**src/rtl/mips_pkg.sv**
```systemverilog
// ----------------------------------------------------------------------------
// mips_pkg -- shared definitions for the instruction fetch unit.
//
// Contents:
//   XLEN        address / data path width in bits
//   INSTR_W     instruction word width in bits
//   WORD_BYTES  byte stride between consecutive instruction words
//   fetch_state_e  fetch FSM state encoding
//   is_word_aligned()  true when a byte address is a legal fetch target
// ----------------------------------------------------------------------------
package mips_pkg;

   localparam int unsigned XLEN    = 32;
   localparam int unsigned INSTR_W = 32;

   localparam logic [XLEN-1:0] WORD_BYTES = 32'd4;

   typedef enum logic [1:0] {
      FETCH = 2'd0,  // request outstanding at fetch_pc
      VALID = 2'd1,  // instruction presented to the datapath
      DRAIN = 2'd2,  // waiting out a request made stale by a redirect
      HALT  = 2'd3   // misaligned redirect seen; frozen until reset
   } fetch_state_e;

   // Instruction fetch targets must sit on a 4-byte boundary.
   function automatic logic is_word_aligned(input logic [XLEN-1:0] addr);
      return (addr[1:0] == 2'b00);
   endfunction

endpackage : mips_pkg

```
**src/rtl/instr_fetch.sv**
```systemverilog
// ----------------------------------------------------------------------------
// instr_fetch -- single-outstanding-request instruction fetch unit.
//
// Issues one word fetch at a time, presents the returned word to the
// datapath, and advances by 4 once the datapath consumes it.  Redirects
// (taken branches / jumps) retarget fetching; a redirect that arrives while a
// request is still in flight waits for that response and throws it away.
// A misaligned redirect target is a fatal error: the unit halts with a sticky
// fault until reset.
//
// Ports:
//   clk          in   single clock, rising edge
//   reset        in   synchronous, active-low reset
//   imem_req     out  fetch request to instruction memory
//   imem_addr    out  fetch byte address (word aligned, stable until ack)
//   imem_ack     in   one-cycle response strobe, imem_rdata valid with it
//   imem_rdata   in   returned instruction word
//   redirect     in   taken branch / jump from the datapath
//   redirect_pc  in   redirect target byte address
//   instr_valid  out  instr / pc hold an instruction for the datapath
//   instr_ready  in   datapath consumes instr this cycle
//   instr        out  fetched instruction word
//   pc           out  address of instr
//   pc_plus4     out  pc + 4, modulo 2^32
//   fault        out  sticky misaligned-redirect error
//   fetch_count  out  number of instructions consumed, modulo 2^32
// ----------------------------------------------------------------------------
module instr_fetch
   import mips_pkg::*;
#(
   parameter logic [31:0] RESET_PC = 32'h0000_0000
) (
   input  logic                clk,
   input  logic                reset,
   output logic                imem_req,
   output logic [XLEN-1:0]     imem_addr,
   input  logic                imem_ack,
   input  logic [INSTR_W-1:0]  imem_rdata,
   input  logic                redirect,
   input  logic [XLEN-1:0]     redirect_pc,
   output logic                instr_valid,
   input  logic                instr_ready,
   output logic [INSTR_W-1:0]  instr,
   output logic [XLEN-1:0]     pc,
   output logic [XLEN-1:0]     pc_plus4,
   output logic                fault,
   output logic [XLEN-1:0]     fetch_count
);

   // -------------------------------------------------------------------------
   // State
   // -------------------------------------------------------------------------
   fetch_state_e        state_q,       state_d;
   logic [XLEN-1:0]     fetch_pc_q,    fetch_pc_d;     // address being fetched
   logic [XLEN-1:0]     target_q,      target_d;       // redirect target held across DRAIN
   logic                halt_pend_q,   halt_pend_d;    // DRAIN ends in HALT, not FETCH
   logic [INSTR_W-1:0]  instr_q,       instr_d;
   logic [XLEN-1:0]     pc_q,          pc_d;
   logic                fault_q,       fault_d;
   logic [XLEN-1:0]     fetch_count_q, fetch_count_d;

   // Redirect qualifiers shared by every state.
   logic redirect_ok;    // aligned redirect, a legal new target
   logic redirect_bad;   // misaligned redirect, fatal

   // DRAIN resolution: a redirect in the ack cycle itself still counts
   // (last redirect wins), so fold it in before choosing the exit.
   logic [XLEN-1:0] drain_target;
   logic            drain_halt;

   assign redirect_ok  = redirect &&  is_word_aligned(redirect_pc);
   assign redirect_bad = redirect && !is_word_aligned(redirect_pc);

   assign drain_target = redirect_ok ? redirect_pc : target_q;
   assign drain_halt   = halt_pend_q || redirect_bad;

   // -------------------------------------------------------------------------
   // Next-state / datapath logic
   // -------------------------------------------------------------------------
   always_comb begin
      // NOTE: every _d signal gets its hold value first so that no path
      // through the case below leaves one unassigned and infers a latch.
      state_d       = state_q;
      fetch_pc_d    = fetch_pc_q;
      target_d      = target_q;
      halt_pend_d   = halt_pend_q;
      instr_d       = instr_q;
      pc_d          = pc_q;
      fault_d       = fault_q;
      fetch_count_d = fetch_count_q;

      unique case (state_q)
         FETCH: begin
            if (redirect_bad) begin
               fault_d = 1'b1;
               if (imem_ack) begin
                  state_d = HALT;
               end else begin
                  // Request still in flight: wait for it before halting.
                  halt_pend_d = 1'b1;
                  state_d     = DRAIN;
               end
            end else if (redirect_ok) begin
               if (imem_ack) begin
                  // Response is for the old path; drop it and refetch.
                  fetch_pc_d = redirect_pc;
               end else begin
                  target_d    = redirect_pc;
                  halt_pend_d = 1'b0;
                  state_d     = DRAIN;
               end
            end else if (imem_ack) begin
               instr_d = imem_rdata;
               pc_d    = fetch_pc_q;
               state_d = VALID;
            end
         end

         VALID: begin
            // Redirect outranks instr_ready: the held word is discarded and
            // is not counted as consumed.
            if (redirect_bad) begin
               fault_d = 1'b1;
               state_d = HALT;
            end else if (redirect_ok) begin
               fetch_pc_d = redirect_pc;
               state_d    = FETCH;
            end else if (instr_ready) begin
               fetch_pc_d    = fetch_pc_q + WORD_BYTES;
               fetch_count_d = fetch_count_q + 32'd1;
               state_d       = FETCH;
            end
         end

         DRAIN: begin
            // fetch_pc_q is left untouched here so imem_addr keeps naming the
            // outstanding request until it is acknowledged.
            if (redirect_bad) begin
               fault_d     = 1'b1;
               halt_pend_d = 1'b1;
            end else if (redirect_ok) begin
               target_d = redirect_pc;
            end

            if (imem_ack) begin
               if (drain_halt) begin
                  state_d = HALT;
               end else begin
                  fetch_pc_d = drain_target;
                  state_d    = FETCH;
               end
            end
         end

         HALT: begin
            // Frozen until reset; all inputs are ignored.
         end

         default: begin
            state_d = HALT;
            fault_d = 1'b1;
         end
      endcase
   end

   // -------------------------------------------------------------------------
   // Registers
   // -------------------------------------------------------------------------
   // NOTE: non-blocking assignments so every flop samples the pre-edge value
   // of its _d input regardless of statement order.
   always_ff @(posedge clk) begin
      if (!reset) begin
         state_q       <= FETCH;
         fetch_pc_q    <= RESET_PC;
         target_q      <= RESET_PC;
         halt_pend_q   <= 1'b0;
         instr_q       <= '0;
         pc_q          <= '0;
         fault_q       <= 1'b0;
         fetch_count_q <= '0;
      end else begin
         state_q       <= state_d;
         fetch_pc_q    <= fetch_pc_d;
         target_q      <= target_d;
         halt_pend_q   <= halt_pend_d;
         instr_q       <= instr_d;
         pc_q          <= pc_d;
         fault_q       <= fault_d;
         fetch_count_q <= fetch_count_d;
      end
   end

   // -------------------------------------------------------------------------
   // Outputs
   // -------------------------------------------------------------------------
   // Handshake outputs decode the registered state and are gated by reset so
   // they are quiet during reset yet request RESET_PC in the very first cycle
   // after release.
   assign imem_req    = reset && ((state_q == FETCH) || (state_q == DRAIN));
   assign instr_valid = reset &&  (state_q == VALID);

   assign imem_addr   = fetch_pc_q;
   assign instr       = instr_q;
   assign pc          = pc_q;
   assign pc_plus4    = pc_q + WORD_BYTES;
   assign fault       = fault_q;
   assign fetch_count = fetch_count_q;

endmodule : instr_fetch

```
**config.mk**
```make
export PLATFORM = sky130hd
export DESIGN_NAME = instr_fetch
export DESIGN_NICKNAME = d
export VERILOG_FILES = /design/src/rtl/mips_pkg.sv /design/src/rtl/instr_fetch.sv
export SDC_FILE = /design/constraint.sdc
export NUM_CORES = 1
export LEC_CHECK = 0
export BUFFER_PORTS_ARGS = -buffer_cell sky130_fd_sc_hd__buf_2
export CORE_MARGIN = 5
export CORE_UTILIZATION = 45
export CTS_CLUSTER_DIAMETER = 120
export DETAILED_ROUTE_END_ITERATION = 10
export GPL_TIMING_DRIVEN = 0
export PLACE_DENSITY = 0.7
export REMOVE_ABC_BUFFERS = 1
export SLEW_MARGIN = 25
export SYNTH_ARGS = -nofsm -noshare
export SYNTH_HDL_FRONTEND = slang
export SYNTH_SLANG_ARGS = --single-unit
```
**constraint.sdc**
```tcl
create_clock -name clk -period 5.1 [get_ports clk]
set_clock_uncertainty 0.2 [all_clocks]
set_input_delay 0.51 -clock clk [delete_from_list [all_inputs] [get_ports clk]]
set_output_delay 0.51 -clock clk [all_outputs]
set_load 0.02 [all_outputs]
```
==> summary by stage <==
Status
The flow ran to the end, and the final reports show no timing, DRC or antenna violations.

Logic synthesis
The number of synthesized flops with an enable pin is 0. The share of the Yosys chip area taken by registers is 38.8%. The synthesized instance count is 1,102.

The Yosys step of the flow raised 0 warnings. The post-synthesis average cell area is 7.68 sq um. The netlist area before placement is 0.00846 sq mm. Counting flops with an async set or reset pin after synthesis yields a share of 0%. The register bit total from synthesis is 164. The number of unique standard cell types used by synthesis is 72. The main flop type after synthesis is sky130_fd_sc_hd__dfxtp_1.

CTS
The clock reaches the later pin of the worst-skew pair after 0.42 ns. The number of resized instances in the post-cts repair step is 0. The number of buffers created by CTS is 17.

The total number of clock tree sinks is 164. TritonCTS built the clock tree. The clock passes through at most 2 buffers.

The cell at the root of the clock tree is sky130_fd_sc_hd__clkbuf_16. The number of buffers inserted by hold repair at cts is 0. The total setup buffers inserted after CTS is 0. The H-tree was split into 4 levels.

After clock tree synthesis, the clock-pin slew on the worst setup and hold paths is 0.07 ns.

Global routing
The initial antenna violation count came to 7. The global router's overall resource usage is 22.6%. The first global-routing pass estimated 40,500 microns of wire. Entering global routing, the biggest net connects 84 pins. The via count of the first global-routing pass is 7,793. The aggregate global routing overflow is 0.

STA
The number of setup violations in the final report is 0. For the pin with the worst max-slew slack, the measured transition is 0.896 ns. The minimum clock period is 3.80 ns. The number of max-slew violations in the final report is 0.

Derived from the worst setup path, the maximum achievable clock frequency is 263 MHz. The part of the cycle the worst path needs is 74.4%. Setup repair after global routing left no endpoint under its margin.

The worst slew margin relative to its limit is 40.0%. The count of final hold-check violations is 0.

Detailed routing
The remaining antenna violation count is 0. The first TritonRoute pass finished after 6 iterations. In the routed layout, each cell is associated on average with a via count of 5.64. The number of DRC markers in iteration 0 is 624.

Across all layers, the routed design uses 8,631 vias. The number of remaining DRC errors is 0. Dividing the detail-routed wire length by the instance count gives 16.7 microns. After detailed routing, the total wire length is 25,600 microns.

Worst setup path
In this run the worst path has a maximum fanout of 44. In this run the number of cells on the critical path is 7. The critical path starts at state_q[1]. STA classifies the critical path endpoint as a flop. The setup slack of the worst register-to-register path is 1.30 ns. For the worst setup path, the data required time is 5.26 ns. The category of the critical setup timing path is flop to flop. The startpoint identified for the worst register-to-register timing path is state_q[1].

Traced cell by cell, the critical path runs through inv_1, ha_2, clkinv_1, nor2_2, a22oi_1, o22a_1, a21oi_1. The endpoint identified for the worst register-to-register timing path is imem_addr[3]. The critical-path cell with the highest stage delay is sky130_fd_sc_hd__ha_2. The largest delay contributor family on the critical path is adder cells. The critical path ends at imem_addr[3]. The arrival time at the worst endpoint is 3.95 ns. The count of buffer and inverter cells on the critical path is 2.

The longest individual stage delay on the worst path is 0.91 ns. STA classifies the critical path startpoint as a flop. For the worst flop-to-flop path, the logic depth is 7.

Flow run
The tool flagged a number of max-cap violations equal to 0.

Placement
The routability congestion estimate is 0.842. The total instance count after detailed placement is 1,497. After legalization and detailed placement, the total HPWL measured 17,500 microns. The placed standard-cell area is 0.00978 sq mm.

During placement, the flow inserted port buffers numbering 231.

Power and ir drop
VDD sags by at most 0.272 mV. Power spread over the standard cell area amounts to 433 mW/mm^2. Summed over all cells, the static leakage comes to 4.14 nW.

Final layout
Leaving out filler cells and counting taps, the final layout contains 1,531. The number of nets in the final layout is 1,358. The area growth from synthesis to final layout is 22.5%. The post-route cell area is 0.0104 sq mm.

The layout has 1,760 filler cells. The share of cells above drive strength 1 is 23.3%.

Min path
The classification of the worst-slack hold path is primary input to flop. Counting instances, the worst hold path has a depth of 3.

Die
The core outline area is 0.0186 sq mm. From bottom edge to top edge, the die measures 147 microns. The top-level I/O count is 232. The total number of placement rows is 50. The initial core utilization is 45.4%. From left edge to right edge, the die measures 147 microns. The die covers 0.0217 sq mm.
[cell families after synthesis]
group,count (synthesis),synth area share [%]
AO/OA/AOI/OAI,264,19.9
XOR/XNOR,64,6.62
adder cells (fa/ha/maj),7,1.03
buffers and inverters,102,4.97
flip-flops,164,38.8
multiplexers,18,2.26
AND/OR/NAND/NOR,483,26.4
[registers in the layout, indices dropped and copies added, names as in the netlist]
register / flops
pc: 32
halt_pend_q: 1
fault: 1
imem_addr: 32
instr: 32
fetch_count: 32
target_q: 32
state_q: 2
[layout by cell type, fill, tap and decap left out, types with 13 or more instances in the layout]
cell type / n
sky130_fd_sc_hd__dfxtp_1: 164
sky130_fd_sc_hd__nand3_1: 41
sky130_fd_sc_hd__nand2_1: 239
sky130_fd_sc_hd__and4_1: 13
sky130_fd_sc_hd__o21ai_0: 37
sky130_fd_sc_hd__a221oi_1: 15
sky130_fd_sc_hd__xnor2_1: 45
sky130_fd_sc_hd__and3_1: 13
sky130_fd_sc_hd__nand4_1: 22
sky130_fd_sc_hd__clkbuf_16: 17
sky130_fd_sc_hd__a21oi_1: 119
sky130_fd_sc_hd__xor2_1: 19
sky130_fd_sc_hd__inv_1: 20
sky130_fd_sc_hd__nor2_1: 78
sky130_fd_sc_hd__or3_1: 14
sky130_fd_sc_hd__buf_2: 231
sky130_fd_sc_hd__nor3_1: 19
[worst min-delay path by stage]
stage | start | endpoint
6_report | imem_rdata[6] | instr[6]
5_1_grt | imem_rdata[13] | instr[13]
4_1_cts | imem_rdata[6] | instr[6]
3_5_place_dp | instr[3] | instr[3]
3_3_place_gp | instr[4] | instr[4]
2_1_floorplan | target_q[21] | target_q[21]
[layout make-up]
| cell class | count | area [sq um] | share of cell area, % |
|---|---|---|---|
| clock inverter | 10 | 96.3 | 0.929 |
| inverter | 23 | 91.3 | 0.881 |
| antenna | 2 | 5.00 | 0.0483 |
| tap | 234 | 293 | 2.82 |
| sequential | 164 | 3280 | 31.7 |
| multi-input combinational | 836 | 4800 | 46.3 |
| timing repair buffer | 240 | 1320 | 12.7 |
| clock buffer | 22 | 484 | 4.67 |
[synthesized netlist by cell type (4+ instances only)]
| library cell | n | area, sq um |
|---|---|---|
| sky130_fd_sc_hd__a211o_1 | 4 | 35.0 |
| sky130_fd_sc_hd__a21oi_1 | 119 | 596 |
| sky130_fd_sc_hd__a221oi_1 | 15 | 131 |
| sky130_fd_sc_hd__a22o_1 | 12 | 105 |
| sky130_fd_sc_hd__a22oi_1 | 8 | 60.1 |
| sky130_fd_sc_hd__a31oi_1 | 7 | 43.8 |
| sky130_fd_sc_hd__and2_1 | 5 | 31.3 |
| sky130_fd_sc_hd__and3_1 | 14 | 87.6 |
| sky130_fd_sc_hd__and4_1 | 13 | 114 |
| sky130_fd_sc_hd__buf_2 | 24 | 120 |
| sky130_fd_sc_hd__clkbuf_1 | 50 | 188 |
| sky130_fd_sc_hd__dfxtp_1 | 164 | 3280 |
| sky130_fd_sc_hd__ha_1 | 7 | 87.6 |
| sky130_fd_sc_hd__inv_1 | 21 | 78.8 |
| sky130_fd_sc_hd__mux2_2 | 9 | 101 |
| sky130_fd_sc_hd__mux2i_1 | 9 | 90.1 |
| sky130_fd_sc_hd__nand2_1 | 239 | 897 |
| sky130_fd_sc_hd__nand3_1 | 42 | 210 |
| sky130_fd_sc_hd__nand4_1 | 22 | 138 |
| sky130_fd_sc_hd__nor2_1 | 80 | 300 |
| sky130_fd_sc_hd__nor3_1 | 19 | 95.1 |
| sky130_fd_sc_hd__nor4_1 | 9 | 56.3 |
| sky130_fd_sc_hd__o2111a_1 | 4 | 45.0 |
| sky130_fd_sc_hd__o2111ai_1 | 6 | 52.6 |
| sky130_fd_sc_hd__o211ai_1 | 8 | 60.1 |
| sky130_fd_sc_hd__o21ai_0 | 37 | 185 |
| sky130_fd_sc_hd__o22ai_1 | 6 | 37.5 |
| sky130_fd_sc_hd__or3_1 | 14 | 87.6 |
| sky130_fd_sc_hd__xnor2_1 | 45 | 394 |
| sky130_fd_sc_hd__xor2_1 | 19 | 166 |
[worst register-to-register path, cell delays in order, from the launching register on]
cell	delay (ns)
sky130_fd_sc_hd__dfxtp_1	0.38
sky130_fd_sc_hd__inv_1	0.09
sky130_fd_sc_hd__ha_2	0.91
sky130_fd_sc_hd__clkinv_1	0.82
sky130_fd_sc_hd__nor2_2	0.83
sky130_fd_sc_hd__a22oi_1	0.15
sky130_fd_sc_hd__o22a_1	0.24
sky130_fd_sc_hd__a21oi_1	0.13
[power by group]
| group | switching (mW) | internal [mW] |
|---|---|---|
| Sequential | 0.279 | 1.45 |
| Clock | 0.539 | 0.729 |
| Combinational | 0.988 | 0.497 |
[layer usage]
| metal | part of all wire (%) | GRT usage, % | vias up |
|---|---|---|---|
| met3 | 7.2 | 6.05 | 50 |
| met4 | 2.2 | 8.34 | 10 |
| met5 | 0.21 | 0 | - |
| li1 | - | - | 4244 |
| met1 | 43 | 29.0 | 4020 |
| met2 | 47 | 36.6 | 307 |
[stage by stage]
stage                     TNS (ns)  power (mW)  hold slack, ns  setup WS (ns)  utilization (%)
after floorplan             -14.79        2.63           0.232         -0.521                -
after global placement     -210.51        3.17           0.239          -4.73             51.4
after detailed placement         0        3.23           0.243           1.40             52.5
after CTS                        0        4.50          0.0997           1.37             55.6
after global routing             0        4.72           0.107           1.08             55.6
final                            0        4.49           0.114           1.30             55.6
Power figures use the tool's default switching activity.
